--- src/rtl/spram_port_arbiter.sv ---
// Two-port round-robin arbiter in front of one initialised single-port RAM.
// Define SPRAM_ARB_STRICT_PRIO_EN to give port 0 strict priority instead.
module spram_port_arbiter #(
   parameter int DATA_WIDTH = 72,
   parameter int ADDR_WIDTH = 7,
   parameter int RD_LATENCY = 2
) (
   input  logic                  clk,
   input  logic                  rst,
   input  logic                  init_done,
   input  logic                  req0_valid,
   output logic                  req0_ready,
   input  logic                  req0_we,
   input  logic [ADDR_WIDTH-1:0] req0_addr,
   input  logic [DATA_WIDTH-1:0] req0_wdata,
   output logic                  rsp0_valid,
   output logic [DATA_WIDTH-1:0] rsp0_rdata,
   input  logic                  req1_valid,
   output logic                  req1_ready,
   input  logic                  req1_we,
   input  logic [ADDR_WIDTH-1:0] req1_addr,
   input  logic [DATA_WIDTH-1:0] req1_wdata,
   output logic                  rsp1_valid,
   output logic [DATA_WIDTH-1:0] rsp1_rdata,
   output logic                  ram_we,
   output logic [ADDR_WIDTH-1:0] ram_addr,
   output logic [DATA_WIDTH-1:0] ram_wdata,
   input  logic [DATA_WIDTH-1:0] ram_rdata,
   output logic                  busy
);

   localparam int TAG_DEPTH = RD_LATENCY + 1;

   localparam logic [0:0] ST_WAIT_INIT = 1'b0;
   localparam logic [0:0] ST_RUN       = 1'b1;

   logic [0:0]            state;
   logic                  last_grant;
   logic [TAG_DEPTH-1:0]  tag_valid;
   logic [TAG_DEPTH-1:0]  tag_port;
   logic                  grant_valid;
   logic                  grant_port;
   logic                  sel_we;
   logic [ADDR_WIDTH-1:0] sel_addr;
   logic [DATA_WIDTH-1:0] sel_wdata;
   logic                  rsp_hit;

   // Grants stop in the same cycle init_done drops, not one cycle later.
   always_comb begin
      grant_valid = 1'b0;
      grant_port  = 1'b0;
      if ((state == ST_RUN) && init_done && !rst && (req0_valid || req1_valid)) begin
         grant_valid = 1'b1;
`ifdef SPRAM_ARB_STRICT_PRIO_EN
         grant_port = ~req0_valid;
`else
         if (req0_valid && req1_valid) begin
            grant_port = ~last_grant;
         end else begin
            grant_port = ~req0_valid;
         end
`endif
      end
   end

   assign req0_ready = grant_valid & ~grant_port;
   assign req1_ready = grant_valid & grant_port;

   assign sel_we    = grant_port ? req1_we    : req0_we;
   assign sel_addr  = grant_port ? req1_addr  : req0_addr;
   assign sel_wdata = grant_port ? req1_wdata : req0_wdata;

   always_ff @(posedge clk) begin
      if (rst) begin
         state      <= ST_WAIT_INIT;
         last_grant <= 1'b1;
         ram_we     <= 1'b0;
         ram_addr   <= '0;
         ram_wdata  <= '0;
         tag_valid  <= '0;
         tag_port   <= '0;
      end else begin
         case (state)
            ST_WAIT_INIT: if (init_done) state <= ST_RUN;
            default:      if (!init_done) state <= ST_WAIT_INIT;
         endcase
         ram_we <= grant_valid & sel_we;
         if (grant_valid) begin
            last_grant <= grant_port;
            ram_addr   <= sel_addr;
            ram_wdata  <= sel_wdata;
         end
         tag_valid <= {tag_valid[TAG_DEPTH-2:0], grant_valid & ~sel_we};
         tag_port  <= {tag_port[TAG_DEPTH-2:0], grant_port};
      end
   end

   // A reset cycle suppresses responses still sitting at the pipe output.
   assign rsp_hit    = tag_valid[RD_LATENCY] & ~rst;
   assign rsp0_valid = rsp_hit & ~tag_port[RD_LATENCY];
   assign rsp1_valid = rsp_hit & tag_port[RD_LATENCY];
   assign rsp0_rdata = rsp0_valid ? ram_rdata : '0;
   assign rsp1_rdata = rsp1_valid ? ram_rdata : '0;

   assign busy = (state == ST_WAIT_INIT) | (|tag_valid);

endmodule

--- config.mk ---
export PLATFORM = sky130hd
export DESIGN_NAME = spram_port_arbiter
export DESIGN_NICKNAME = d
export VERILOG_FILES = /design/src/rtl/spram_port_arbiter.sv
export SDC_FILE = /design/constraint.sdc
export NUM_CORES = 1
export LEC_CHECK = 0
export ABC_AREA = 1
export CAP_MARGIN = 15
export CORE_AREA = 2 2 184 186
export CTS_CLUSTER_SIZE = 20
export DETAILED_ROUTE_END_ITERATION = 7
export DIE_AREA = 0 0 186 188
export PLACE_DENSITY = 0.55
export SLEW_MARGIN = 5
export SYNTH_ARGS = -nofsm -noshare
export SYNTH_HDL_FRONTEND = slang
export SYNTH_SLANG_ARGS = --single-unit
--- constraint.sdc ---
create_clock -name clk -period 2.2 [get_ports clk]
set_input_delay 0.22 -clock clk [delete_from_list [all_inputs] [get_ports clk]]
set_output_delay 0.22 -clock clk [all_outputs]
set_load 0.01 [all_outputs]
==> flow_metrics.env, run 1 <==
export IMPL_grt_total_usage=0.164
export IMPL_powerDensity_nw_per_um2=381
export IMPL_die_height_um=188
export IMPL_syn_nets=1114
export IMPL_clk_pin_slew_ns=0.07
export IMPL_cts_sinks=88
export IMPL_avgRoutedWirePerCell_um=17.1
export IMPL_grt_antenna_before_repair=1
export IMPL_drtIter0Drc=273
export IMPL_firstDrtPassIters=4
export IMPL_hp_class="in -> reg"
export IMPL_drtAntennaViolNets=0
export IMPL_finClkSkew_ns=0.00836
export IMPL_max_freq_ghz=0.464
export IMPL_worst_setup_path_type="reg -> out"
export IMPL_maxCapViolations=0
export IMPL_syn_inst=877
export IMPL_finalHoldViolCount=0
export IMPL_dpl_hpwl_mm=23.6
export IMPL_cts_tree="done"
export IMPL_clk_latency_ns=0.36
export IMPL_dp_cells=1754
export IMPL_num_io_pins=466
export IMPL_syn2layout_area_growth_pct=111
export IMPL_numCtsBuffers=9
export IMPL_grt_first_pass_wirelength_mm=42.0
export IMPL_status="completed"
export IMPL_hold_buffers=0
export IMPL_utilization=0.326
export IMPL_ys_types=20
export IMPL_grt_max_degree=81
export IMPL_fin_area_um2=10800
export IMPL_power_leakage_uw=0.00658
export IMPL_cp_data_arrival_time_ns=1.94
export IMPL_critPathRequiredTime_ns=1.98
export IMPL_vias=7072
export IMPL_syn_avg_cell_area_um2=5.83
export IMPL_postPlaceCellArea_um2=10300
export IMPL_port_buffers=465
export IMPL_period_share=0.980
export IMPL_setup_violations=0
export IMPL_end_kind="primary output"
export IMPL_drive_gt1_frac=0.0615
export IMPL_cts_buffer_depth=2
export IMPL_crit_path_start_kind="register"
export IMPL_rows=67
export IMPL_cts_max_level=3
export IMPL_start_util=0.154
export IMPL_routed_via_density=3.96
export IMPL_instances_no_fill=1784
export IMPL_die_area_um2=35000
export IMPL_wl_mm=30.5
export IMPL_period_needed_ns=2.16
export IMPL_grt_pass1_vias=6623
export IMPL_overflow=0
export IMPL_syn_area_um2=5110
export IMPL_ys_seq_area_frac=0.345
export IMPL_core_region_area_um2=33100
export IMPL_gp_congestion=0.854
export IMPL_maxSlewHeadroom=0.332
export IMPL_finalNetCount=1565
export IMPL_die_width_um=186
export IMPL_hold_worst_slack_ns=0.394
export IMPL_finalMaxSlewViolations=0
export IMPL_cts_root_buf="clkbuf_16"
export IMPL_drc=0
export IMPL_synth_seq_cells=88
export IMPL_cp_max_fo=24
export IMPL_yosysWarnings=0
export IMPL_peakVddDrop_v=0.000364
export IMPL_worst_pin_slew_ns=1.00
cell type report:
type,count,area (µm²)
tap,448,561
antenna,3,7.51
clock buffer,11,243
multi-input combinational,580,2470
inverter,146,553
sequential,88,1760
clock inverter,5,56.3
fill,3597,22300
timing repair buffer,503,5130
where the power goes:
group          leakage (µW)  internal (µW)  switching (µW)
registers          0.000712           1630            17.2
logic               0.00572            494             329
clock network      0.000146            912             729
cells by family (layout without fill, tap and decap cells):
kind of cell / after synthesis / count (layout) / synth area share
AOI/OAI and AO/OA: 2 / 2 / 0.00245
buffers and inverters: 209 / 665 / 0.174
DFF: 88 / 88 / 0.345
and+or+nand+nor: 578 / 578 / 0.479
other: 0 / 3 / 0
flip-flops by register name, indices dropped and copies added (netlist names):
| name | count |
|---|---|
| last_grant | 1 |
| ram_addr | 7 |
| ram_wdata | 72 |
| ram_we | 1 |
| state | 1 |
| tag_port | 3 |
| tag_valid | 3 |
layout by cell type, fill, tap and decap left out, types with 2 or more instances in the layout:
| cell | count |
|---|---|
| clkdlybuf4s50_1 | 322 |
| nand2_1 | 220 |
| nand3_1 | 199 |
| nor2_1 | 152 |
| inv_1 | 141 |
| dfxtp_1 | 88 |
| dlymetal6s2s_1 | 67 |
| dlygate4sd2_1 | 53 |
| buf_4 | 34 |
| buf_12 | 11 |
| clkbuf_2 | 10 |
| clkbuf_16 | 9 |
| inv_2 | 4 |
| clkdlybuf4s15_1 | 4 |
| diode_2 | 3 |
| nor3_2 | 2 |
| clkinv_2 | 2 |
synthesized netlist by cell type (all sizes together):
cell type	instances	area (µm²)
nor2	153	582
o211ai	1	7.51
nand4	1	6.26
nor3	2	15.0
buf	29	209
nand2	221	832
clkbuf	34	128
nand3	200	1010
inv	146	553
nand3b	1	7.51
dfxtp	88	1760
a21oi	1	5.00
stage by stage:
stage / power (µW) / worst slack, ns / TNS, ns
after floorplan: 1900 / 0.697 / 0
after global placement: 2510 / -0.0473 / -1.54
after detailed placement: 2510 / -0.0685 / -1.53
after CTS: 4220 / 0.00111 / 0
after global routing: 4300 / -0.0410 / -0.425
final: 4110 / 0.0432 / 0
final timing paths:
kind	slack, ns	cells after the start	to	start
worst max-delay path	0.04	7	rsp1_rdata[34]	tag_port[2]
worst min-delay path	0.39	3	ram_wdata[15]	req1_wdata[15]
worst max register to register	0.67	8	ram_wdata[10]	state
worst min register to register	0.40	2	tag_port[1]	tag_port[0]
routing by layer:
metal	track usage	wire [µm]	part of all wire	up-vias
met5	0	17	0.00056	-
met4	0.0554	798	0.026	2
met3	0.0740	3470	0.11	30
met2	0.286	14700	0.48	317
met1	0.174	11500	0.38	3175
li1	-	-	-	3548
worst max-delay path, stage by stage, from the launching register on:
cell           delay, ns
dfxtp_1             0.37
inv_1               0.07
nor3_2              0.22
inv_2               0.12
buf_12              0.14
bufbuf_16           0.29
nor2_1              0.09
dlygate4sd2_1       0.29
timing repair:
item,4_1_cts,5_1_grt
buffers inserted,4,6
resized for setup,72,89
pin swaps,1,0
endpoints found under the setup margin,134,93
cloned,1,0
No activity file was read; power rests on OpenSTA's default activity.
==> inputs of run 2 (changes only) <==
CELL_PAD_IN_SITES_DETAIL_PLACEMENT = 0   (was unset)
CELL_PAD_IN_SITES_GLOBAL_PLACEMENT = 2   (was unset)
CORE_AREA = unset   (was 2 2 184 186)
CORE_ASPECT_RATIO = 1.75   (was unset)
CORE_MARGIN = 1   (was unset)
CORE_UTILIZATION = 14   (was unset)
CTS_CLUSTER_SIZE = unset   (was 20)
DIE_AREA = unset   (was 0 0 186 188)
PLACE_DENSITY = 0.93   (was 0.55)
==> run 2 against run 1 <==
Against the previous run:
- cell area rose by 0.41%
- register-to-register slack got worse by 0.03 ns
- first-iteration DRC count fell by 25%
- global-route usage rose by 0.72 points
- clock power fell by 9.8%
- largest cell class unchanged
- highest routed layer is now met4
==> flow_metrics.env, run 2 (synthesized netlist as in run 1, its figures left out) <==
export IMPL_drive_gt1_frac=0.0745
export IMPL_seq_power_share=0.414
export IMPL_gp_congestion=0.822
export IMPL_drtIter0Drc=206
export IMPL_finalNetCount=1562
export IMPL_dpl_hpwl_mm=25.9
export IMPL_cp_data_arrival_time_ns=1.89
export IMPL_critPathMaxStageDelay_ns=0.54
export IMPL_critPathRequiredTime_ns=1.98
export IMPL_finClkSkew_ns=0.0156
export IMPL_powerDensity_nw_per_um2=367
export IMPL_crit_path_start_kind="register"
export IMPL_cp_depth=6
export IMPL_peakVddDrop_v=0.000348
export IMPL_cts_max_level=3
export IMPL_die_height_um=255
export IMPL_avgRoutedWirePerCell_um=18.3
export IMPL_top_regs="ram_wdata (72), ram_addr (7)"
export IMPL_drc=0
export IMPL_n_fill_cell=3979
export IMPL_die_width_um=146
export IMPL_crit_path_end="rsp1_rdata[14]"
export IMPL_ff2ff_setup_slack_ns=0.64
export IMPL_grt_antenna_before_repair=1
export IMPL_period_needed_ns=2.11
export IMPL_setup_tns_ns=0
export IMPL_cts_buffer_depth=2
export IMPL_period_share=0.961
export IMPL_cts_sinks=88
export IMPL_status="completed"
export IMPL_critPathBufInv=4
export IMPL_grt_first_pass_wirelength_mm=45.5
export IMPL_hp_class="in -> reg"
export IMPL_cts_tree="done"
export IMPL_grt_total_usage=0.171
export IMPL_maxCapViolations=0
export IMPL_place_ws_ns=-0.100
export IMPL_internal_power_uw=2880
export IMPL_cp_max_fo=50
export IMPL_cts_root_buf="clkbuf_16"
export IMPL_core_region_area_um2=36000
export IMPL_hold_worst_slack_ns=0.351
export IMPL_vias=7181
export IMPL_clkPwrFrac=0.373
export IMPL_final_cell_mix="322 x clkdlybuf4s50_1, 220 x nand2_1, 199 x nand3_1, 141 x inv_1, 137 x nor2_1"
export IMPL_switching_share=0.276
export IMPL_syn2layout_area_growth_pct=112
export IMPL_worst_setup_path_type="reg -> out"
export IMPL_firstDrtPassIters=5
export IMPL_largest_register_ffs=72
export IMPL_cp_slowest_cell="clkdlybuf4s50_1"
export IMPL_grt_max_degree=81
export IMPL_grt_pass1_vias=6903
export IMPL_num_io_pins=466
export IMPL_worstReg2RegStart="state"
export IMPL_clk_latency_ns=0.37
export IMPL_numCtsBuffers=9
export IMPL_drtAntennaViolNets=0
export IMPL_wl_mm=32.9
export IMPL_die_area_um2=37300
export IMPL_critPathLaunch="tag_valid[2]"
export IMPL_routed_via_density=3.99
export IMPL_p_switching_uw=1100
export IMPL_r2r_end="ram_wdata[13]"
export IMPL_port_buffers=465
export IMPL_largest_register="ram_wdata"
export IMPL_overflow=0
export IMPL_cp_cell_sequence="inv_1, nor3_4, inv_2, buf_12, nor2_1, clkdlybuf4s50_1"
export IMPL_finalMaxSlewViolations=0
export IMPL_cp_top_family="buffers and inverters"
export IMPL_power_leakage_uw=0.00683
export IMPL_final_common_cell="clkdlybuf4s50_1"
export IMPL_start_util=0.142
export IMPL_setup_violations=0
export IMPL_reg2regPathDepth=8
export IMPL_clk_pin_slew_ns=0.06
export IMPL_max_freq_ghz=0.473
export IMPL_end_kind="primary output"
export IMPL_worst_pin_slew_ns=0.477
export IMPL_worst_slack_ns=0.0859
export IMPL_finalHoldViolCount=0
export IMPL_maxSlewHeadroom=0.682
export IMPL_combPwrFrac=0.213
export IMPL_p_total_uw=3970
export IMPL_rows=92
run 2: worst min path at each step:
stage / start / end / slack, ns / cells after the start
after global routing: rst / state / 0.34 / 3
after CTS: req1_wdata[19] / ram_wdata[19] / 0.37 / 3
after floorplan: req1_wdata[14] / ram_wdata[14] / 0.33 / 2
final: rst / state / 0.35 / 3
after detailed placement: tag_port[0] / tag_port[1] / 0.40 / 2
after global placement: tag_port[0] / tag_port[1] / 0.40 / 2
run 2: power by group through the flow:
| stage | combinational, µW | clock, µW | sequential, µW |
|---|---|---|---|
| final | 844 | 1480 | 1650 |
| after global routing | 911 | 1630 | 1650 |
| after CTS | 859 | 1580 | 1640 |
| after detailed placement | 854 | 0 | 1680 |
| after global placement | 852 | 0 | 1680 |
| after floorplan | 209 | 0 | 1690 |
run 2: stage by stage:
step	instances	utilization	area, µm²
after global placement	1783	0.286	10300
after CTS	1799	0.293	10600
final	1800	0.300	10800
after detailed placement	1783	0.286	10300
after global routing	1800	0.300	10800
after floorplan	877	-	5110
run 2: layout make-up:
cell class	count	area, µm²	share of cell area
Tap cell	470	588	0.0543
Clock buffer	11	233	0.0215
Timing Repair Buffer	500	5160	0.476
Clock inverter	4	22.5	0.00208
Multi-Input combinational cell	580	2510	0.232
Inverter	146	553	0.0511
Sequential cell	88	1760	0.163
Antenna cell	1	2.50	0.000231
run 2: repair_timing:
action / 4_1_cts / 5_1_grt
pin swaps: 1 / 0
hold endpoints to repair: 0 / 0
hold buffers: 0 / 0
setup buffers: 1 / 0
setup endpoints to repair: 109 / 92
gates resized for setup: 32 / 102
cloned: 0 / 0
run 2: per-layer routing:
| metal | GRT usage | vias to the layer above | share of wire | routed length (µm) |
|---|---|---|---|---|
| met5 | 0 | - | 0 | 0 |
| met4 | 0.0610 | 0 | 0.022 | 726 |
| met3 | 0.0540 | 31 | 0.082 | 2710 |
| met2 | 0.288 | 378 | 0.47 | 15300 |
| met1 | 0.204 | 3230 | 0.43 | 14100 |
| li1 | - | 3542 | - | - |
run 2: worst reg2reg max path: cells and delay by family (launching register included):
family | cells | cell delay, ns
DFF | 1 | 0.39
and+or+nand+nor | 5 | 0.68
buffers and inverters | 3 | 0.46
==> inputs of run 3 (changes only) <==
TNS_END_PERCENT = 50   (was unset)
==> results of run 3 <==
The final DEF is identical to that of run 2; final timing and power are the same.
